--- config.mk ---
export PLATFORM = sky130hd
export DESIGN_NAME = mdio_responder
export DESIGN_NICKNAME = d
export VERILOG_FILES = /design/src/rtl/mdio_pkg.sv /design/src/rtl/mdc_edge_det.sv /design/src/rtl/mdio_responder.sv
export SDC_FILE = /design/constraint.sdc
export NUM_CORES = 1
export LEC_CHECK = 0
export CORE_UTILIZATION = 30
export CTS_BUF_LIST = sky130_fd_sc_hd__clkbuf_8
export CTS_CLUSTER_DIAMETER = 120
export CTS_CLUSTER_SIZE = 40
export DETAILED_ROUTE_END_ITERATION = 12
export PLACE_DENSITY_LB_ADDON = 0.2
export REMOVE_ABC_BUFFERS = 1
export SLEW_MARGIN = 20
export SYNTH_ARGS = -nofsm -noshare
export SYNTH_HDL_FRONTEND = slang
export SYNTH_SLANG_ARGS = --single-unit
--- constraint.sdc ---
create_clock -name clk -period 2.4 [get_ports clk]
set_input_delay 0.24 -clock clk [delete_from_list [all_inputs] [get_ports clk]]
set_output_delay 0.24 -clock clk [all_outputs]
set_load 0.02 [all_outputs]
--- src/rtl/mdio_pkg.sv ---
// Shared constants for the MDIO responder: FSM states, frame codes and
// bit positions of each field inside the 32-bit frame (first bit = bit 31).
package mdio_pkg;

  typedef enum logic [2:0] {
    S_IDLE,
    S_HEADER,
    S_SKIP,
    S_TA,
    S_WR_DATA,
    S_RD_DATA
  } state_e;

  localparam logic [1:0] ST_CODE  = 2'b01;
  localparam logic [1:0] OP_READ  = 2'b10;
  localparam logic [1:0] OP_WRITE = 2'b01;

  // Bit counts as 6-bit values so they compare directly against bit_cnt.
  localparam logic [5:0] FRAME_BITS = 6'd32;
  localparam logic [5:0] HDR_BITS   = 6'd14;
  localparam logic [5:0] TA_END     = 6'd16;

  // MSB position of each field within the frame shift register.
  localparam int ST_MSB   = 31;
  localparam int OP_MSB   = 29;
  localparam int PHY_MSB  = 27;
  localparam int REG_MSB  = 22;
  localparam int DATA_MSB = 15;

endpackage

--- src/rtl/mdc_edge_det.sv ---
// Registers MDC once in the clk domain and flags its rising and falling edges.
module mdc_edge_det (
  input  logic clk,
  input  logic rst,
  input  logic mdc,
  output logic rise,
  output logic fall
);

  logic mdc_q;
  logic mdc_d;

  // Next value of the delayed MDC copy.
  always_comb mdc_d = mdc;

  // One-stage delay used as the edge reference.
  always_ff @(posedge clk) begin
    if (rst) mdc_q <= 1'b0;
    else     mdc_q <= mdc_d;
  end

  assign rise = mdc & ~mdc_q;
  assign fall = ~mdc & mdc_q;

endmodule

--- src/rtl/mdio_responder.sv ---
// PHY-side MDIO frame decoder: turns write frames into a register write
// strobe and answers read frames by shifting register data out MSB-first.
//
// state     | meaning
// ----------+---------------------------------------------------------
// S_IDLE    | waiting for the first driven MDC rise of a frame
// S_HEADER  | collecting ST, OP, PHYADDR, REGADDR (14 bits)
// S_SKIP    | frame for another PHY; consume the rest silently
// S_TA      | consuming the two turnaround bits
// S_WR_DATA | collecting 16 write data bits
// S_RD_DATA | responder drives read data, one bit per MDC fall
module mdio_responder
  import mdio_pkg::*;
#(
  parameter logic [4:0] PHY_ADDR = 5'd1,
  parameter int         ADDR_W   = 5,
  parameter int         DATA_W   = 16
) (
  input  logic              clk,
  input  logic              rst,
  input  logic              MDC,
  input  logic              mdio_oe,
  input  logic              mdio_out,
  output logic              mdio_in,
  output logic              mdio_drv,
  output logic              wr_en,
  output logic [ADDR_W-1:0] wr_addr,
  output logic [DATA_W-1:0] wr_data,
  output logic              rd_en,
  output logic [ADDR_W-1:0] rd_addr,
  input  logic [DATA_W-1:0] reg_rd_data,
  output logic              frame_err
);

  logic rise, fall;

  mdc_edge_det u_edge (
    .clk  (clk),
    .rst  (rst),
    .mdc  (MDC),
    .rise (rise),
    .fall (fall)
  );

  state_e            state_q, state_d;
  logic [31:0]       shift_q, shift_d, shift_smp;
  logic [5:0]        bit_cnt_q, bit_cnt_d, cnt_inc;
  logic [4:0]        bit_pos;
  logic [DATA_W-1:0] rd_shift_q, rd_shift_d, rd_src;
  logic              first_fall_q, first_fall_d;
  logic              rd_cap_q, rd_cap_d;
  logic              mdio_in_q, mdio_in_d;
  logic              mdio_drv_q, mdio_drv_d;
  logic              wr_en_q, wr_en_d;
  logic [ADDR_W-1:0] wr_addr_q, wr_addr_d;
  logic [DATA_W-1:0] wr_data_q, wr_data_d;
  logic              rd_en_q, rd_en_d;
  logic [ADDR_W-1:0] rd_addr_q, rd_addr_d;
  logic              frame_err_q, frame_err_d;

  assign bit_pos = 5'd31 - bit_cnt_q[4:0];
  assign cnt_inc = bit_cnt_q + 6'd1;
  // Register data arrives one clk after capture is due; it can coincide with
  // the first MDC fall, so the fall path reads through this mux.
  assign rd_src  = rd_cap_q ? reg_rd_data : rd_shift_q;

  // Frame decode and next-state computation.
  always_comb begin
    state_d      = state_q;
    shift_d      = shift_q;
    bit_cnt_d    = bit_cnt_q;
    rd_shift_d   = rd_shift_q;
    first_fall_d = first_fall_q;
    rd_cap_d     = rd_en_q;
    mdio_in_d    = mdio_in_q;
    mdio_drv_d   = mdio_drv_q;
    wr_en_d      = 1'b0;
    wr_addr_d    = wr_addr_q;
    wr_data_d    = wr_data_q;
    rd_en_d      = 1'b0;
    rd_addr_d    = rd_addr_q;
    frame_err_d  = 1'b0;

    shift_smp          = shift_q;
    shift_smp[bit_pos] = mdio_out;

    case (state_q)
      S_IDLE: begin
        mdio_drv_d = 1'b0;
        mdio_in_d  = 1'b0;
        if (rise && mdio_oe) begin
          shift_d     = '0;
          shift_d[31] = mdio_out;
          bit_cnt_d   = 6'd1;
          state_d     = S_HEADER;
        end
      end

      S_HEADER: begin
        if (rise) begin
          if (!mdio_oe) begin
            frame_err_d = 1'b1;
            bit_cnt_d   = '0;
            state_d     = S_IDLE;
          end else begin
            shift_d   = shift_smp;
            bit_cnt_d = cnt_inc;
            if (cnt_inc == HDR_BITS) begin
              if (shift_smp[ST_MSB -: 2] != ST_CODE ||
                  (shift_smp[OP_MSB -: 2] != OP_READ &&
                   shift_smp[OP_MSB -: 2] != OP_WRITE)) begin
                frame_err_d = 1'b1;
                bit_cnt_d   = '0;
                state_d     = S_IDLE;
              end else if (shift_smp[PHY_MSB -: 5] != PHY_ADDR) begin
                state_d = S_SKIP;
              end else begin
                state_d = S_TA;
              end
            end
          end
        end
      end

      S_SKIP: begin
        if (rise) begin
          bit_cnt_d = cnt_inc;
          if (!mdio_oe || cnt_inc == FRAME_BITS) begin
            bit_cnt_d = '0;
            state_d   = S_IDLE;
          end
        end
      end

      S_TA: begin
        if (rise) begin
          if (!mdio_oe) begin
            frame_err_d = 1'b1;
            bit_cnt_d   = '0;
            state_d     = S_IDLE;
          end else begin
            shift_d   = shift_smp;
            bit_cnt_d = cnt_inc;
            if (cnt_inc == TA_END) begin
              if (shift_q[OP_MSB -: 2] == OP_READ) begin
                rd_en_d      = 1'b1;
                rd_addr_d    = shift_q[REG_MSB -: ADDR_W];
                mdio_drv_d   = 1'b1;
                first_fall_d = 1'b1;
                state_d      = S_RD_DATA;
              end else begin
                state_d = S_WR_DATA;
              end
            end
          end
        end
      end

      S_WR_DATA: begin
        if (rise) begin
          if (!mdio_oe) begin
            frame_err_d = 1'b1;
            bit_cnt_d   = '0;
            state_d     = S_IDLE;
          end else begin
            shift_d   = shift_smp;
            bit_cnt_d = cnt_inc;
            if (cnt_inc == FRAME_BITS) begin
              wr_en_d   = 1'b1;
              wr_addr_d = shift_smp[REG_MSB -: ADDR_W];
              wr_data_d = shift_smp[DATA_MSB -: DATA_W];
              bit_cnt_d = '0;
              state_d   = S_IDLE;
            end
          end
        end
      end

      S_RD_DATA: begin
        rd_shift_d = rd_src;
        if (fall) begin
          if (first_fall_q) begin
            mdio_in_d    = rd_src[DATA_W-1];
            first_fall_d = 1'b0;
          end else begin
            rd_shift_d = {rd_src[DATA_W-2:0], 1'b0};
            mdio_in_d  = rd_src[DATA_W-2];
          end
        end
        if (rise) begin
          bit_cnt_d = cnt_inc;
          if (cnt_inc == FRAME_BITS) begin
            mdio_drv_d = 1'b0;
            mdio_in_d  = 1'b0;
            bit_cnt_d  = '0;
            state_d    = S_IDLE;
          end
        end
      end

      default: begin
        bit_cnt_d = '0;
        state_d   = S_IDLE;
      end
    endcase
  end

  // State and output registers; reset discards any frame in progress.
  always_ff @(posedge clk) begin
    if (rst) begin
      state_q      <= S_IDLE;
      shift_q      <= '0;
      bit_cnt_q    <= '0;
      rd_shift_q   <= '0;
      first_fall_q <= 1'b0;
      rd_cap_q     <= 1'b0;
      mdio_in_q    <= 1'b0;
      mdio_drv_q   <= 1'b0;
      wr_en_q      <= 1'b0;
      wr_addr_q    <= '0;
      wr_data_q    <= '0;
      rd_en_q      <= 1'b0;
      rd_addr_q    <= '0;
      frame_err_q  <= 1'b0;
    end else begin
      state_q      <= state_d;
      shift_q      <= shift_d;
      bit_cnt_q    <= bit_cnt_d;
      rd_shift_q   <= rd_shift_d;
      first_fall_q <= first_fall_d;
      rd_cap_q     <= rd_cap_d;
      mdio_in_q    <= mdio_in_d;
      mdio_drv_q   <= mdio_drv_d;
      wr_en_q      <= wr_en_d;
      wr_addr_q    <= wr_addr_d;
      wr_data_q    <= wr_data_d;
      rd_en_q      <= rd_en_d;
      rd_addr_q    <= rd_addr_d;
      frame_err_q  <= frame_err_d;
    end
  end

  assign mdio_in   = mdio_in_q;
  assign mdio_drv  = mdio_drv_q;
  assign wr_en     = wr_en_q;
  assign wr_addr   = wr_addr_q;
  assign wr_data   = wr_data_q;
  assign rd_en     = rd_en_q;
  assign rd_addr   = rd_addr_q;
  assign frame_err = frame_err_q;

endmodule

==> qor.yml <==
yosys:
  synthAdderAreaFrac: 0.01075
  synth_compound_area_frac: 0.1562
  synth_area_leader_cell: "dfxtp_1"
  synth_seq_cells: 89
  synth_area_per_cell_um2: 8.684
  yosysTopAreaCellShare: 0.3828
  synthSimpleGateAreaFrac: 0.2465
  syn_area_um2: 4654
  ys_warn_count: 0
  synth_top_family_by_area: "simple AND/OR/NAND/NOR gates"
  synth_area_leaders: "dfxtp_1, nand2_1, mux2_2"
  synth-xor-area-share: 0.009409
  synth-main-ff-cell: "dfxtp_1"
  synth_enable_flop_cells: 0
  synth_mux_area_frac: 0.1444
  seq_area_frac_synth: 0.3828
  yosysUniqueCellTypes: 58
  synth_cells: 536
  async_flop_share: 0
worst_setup_path:
  cp.arrival_ns: 2.46
  startpoint: "bit_cnt_q[0]"
  crit_chain: "inv_1 > ha_2 > nor4b_4 > mux2i_2 > xnor2_1 > nor4_2 > a31oi_1 > o31ai_2"
  r2r_end: "state_q[0]"
  setup.worst_path.end: "state_q[0]"
  startpoint_type: "flip-flop"
  ff2ff_setup_slack_ns: 0.25
  critPathCaptureType: "flip-flop"
  reg2reg_depth: 8
  r2r_start: "bit_cnt_q[0]"
  criticalPathCategory: "reg2reg"
  crit_required_ns: 2.71
  critPathMaxStageDelay_ns: 0.39
  cpMaxStageDelayCell: "dfxtp_1"
  path_max_fanout: 8
grt:
  antenna_found_initial: 0
  grt_usage: 0.1599
  grt_overflow: 0
  grt_max_degree: 52
  grt_pass1_wl_um: 20240
  grt_pass1_vias: 4024
sta:
  fin_setup_tns_ns: 0
  hold_viol: 0
  hold-worst-slack_ns: 0.2146
  rsz0062_at_grt: "false"
  tightest_slew_ns: 0.8113
  period_share: 0.8957
  min_period_ns: 2.150
  finClkSkew_ns: 0.01333
  max_freq_mhz: 465.2
  setup_viol: 0
  drv_slew: 0
  slew-limit-headroom: 0.4584
power:
  p_leak_nw: 1.997
  report.power.total_mw: 2.818
  powerDensity_nw_per_um2: 496.4
  peakVddDrop_mv: 0.3657
final_layout:
  num-nets-final: 615
  antenna_cells: 0
  fillers: 1543
  layout_common_cells: "nand2_1, dfxtp_1, nor2_1, clkdlybuf4s50_1, a21oi_1"
  final_cells: 783
  syn_to_final_growth_pct: 21.94
  drive_gt1_frac: 0.1714
clock_network:
  clock_path_buffers: 2
  clk_pin_slew_ns: 0.09
  cts_buffers: 9
  tritoncts: "built"
  insertion_delay_ns: 0.38
  cts_root_buf: "clkbuf_8"
  htreeDepth: 3
  clock_sinks: 89
  hold_buffers: 0
place:
  place.gp.congestion: 0.8241
  hpwl_um: 8588
  io_buffers: 51
  dp.cells: 766
routing:
  drtAntennaViolNets: 0
  first_iter_violations: 229
  wl_um: 12170
  post_drt_wl_per_cell_um: 15.55
  drc: 0
  vias: 3996
  drt_pass1_iterations: 4
  vias_per_cell: 5.103
floorplan:
  num_rows: 45
  ios: 52
  die_h_um: 126.6
  die_w_um: 126.6
  initial_core_util: 0.3073
  design.die.area_um2: 16020
  core_um2: 15150
hold_path:
  hold_path.class: "in2reg"
job:
  max-cap-violations: 0
outcome:
  status: "finished clean"
final cells by class:
cell class	instances	area [um^2]	area share
sequential	89	1782	0.3139
tap	188	235.2	0.04145
clock buffer	9	123.9	0.02183
inverter	5	18.77	0.003307
timing repair buffer	85	798.3	0.1407
clock inverter	7	71.32	0.01257
multi-input combinational	400	2646	0.4663
layer usage:
metal / track usage / share of wire / up-vias
li1: - / - / 2010
met1: 0.2089 / 0.48 / 1897
met2: 0.2645 / 0.46 / 79
met3: 0.03543 / 0.043 / 10
met4: 0.04536 / 0.011 / 0
met5: 0 / 0 / -
worst min-delay path by stage:
stage	from	slack, ns	end	depth (start not counted)
6_report	rst	0.21	shift_q[3]	2
5_1_grt	rst	0.21	shift_q[2]	2
4_1_cts	rst	0.19	shift_q[3]	2
3_5_place_dp	wr_data[0]	0.45	wr_data[0]	2
3_3_place_gp	wr_data[9]	0.44	wr_data[9]	2
2_1_floorplan	rst	0.31	bit_cnt_q[4]	1
worst max-delay path, delay by kind of cell, from the launching register on:
family          cells  cell delay (ns)
mux                 1             0.28
compound gates      2             0.31
flops               1             0.39
xor+xnor            1             0.14
buf+inv             1             0.13
simple gates        2             0.60
fa+ha+maj           1             0.22
state kept, by name (all words and copies together), names as in the netlist, 3 cells and up:
signal / count
bit_cnt_q: 6
wr_addr: 5
wr_data: 16
state_q: 3
rd_shift_q: 16
rd_addr: 5
shift_q: 30
Yosys cell counts, types with 4 or more instances:
master     n
nor2_1    60
nand3b_1   5
mux2i_1   12
a32o_1     6
a22oi_1   20
inv_1      5
ha_1       4
mux2_2    25
nand3_1   18
nor2b_1   10
clkbuf_1  23
nand4_1    4
nor3_1    11
and3_1     7
dfxtp_1   89
nand2b_1   7
buf_2     11
buf_6      5
nand2_1   89
a21oi_1   43
mux4_2    12
a31oi_1    4
o22ai_1    5
o21ai_0   10
nor3b_1    4
kinds of logic (layout without fill, tap and decap cells):
| family | count (synthesis) | in the layout |
|---|---|---|
| adders and majority gates | 4 | 4 |
| and+or+nand+nor | 234 | 234 |
| buffers and inverters | 47 | 106 |
| DFF | 89 | 89 |
| muxes | 49 | 49 |
| AOI/OAI and AO/OA | 108 | 108 |
| xor gates and xnor gates | 5 | 5 |
repair_timing:
| action | CTS | global route |
|---|---|---|
| buffers inserted | 0 | 1 |
| setup endpoints to repair | 0 | 1 |
| gates resized for setup | 0 | 2 |
per-stage QoR:
step	area, um^2	utilization	worst slack (ns)
after floorplan	4441	-	-0.2535
after global placement	5466	0.3609	0.2160
after detailed placement	5466	0.3609	0.2734
after CTS	5662	0.3738	0.2336
after global routing	5675	0.3747	0.01328
final	5675	0.3747	0.2504
report_power, final:
group          switching [mW]  leakage (nW)  total (mW)  internal [mW]
Clock                   0.572        0.0970        1.05          0.481
Sequential             0.0200         0.717        1.50           1.48
Combinational           0.153          1.18       0.262          0.109
(Power assumes the default switching activity.)
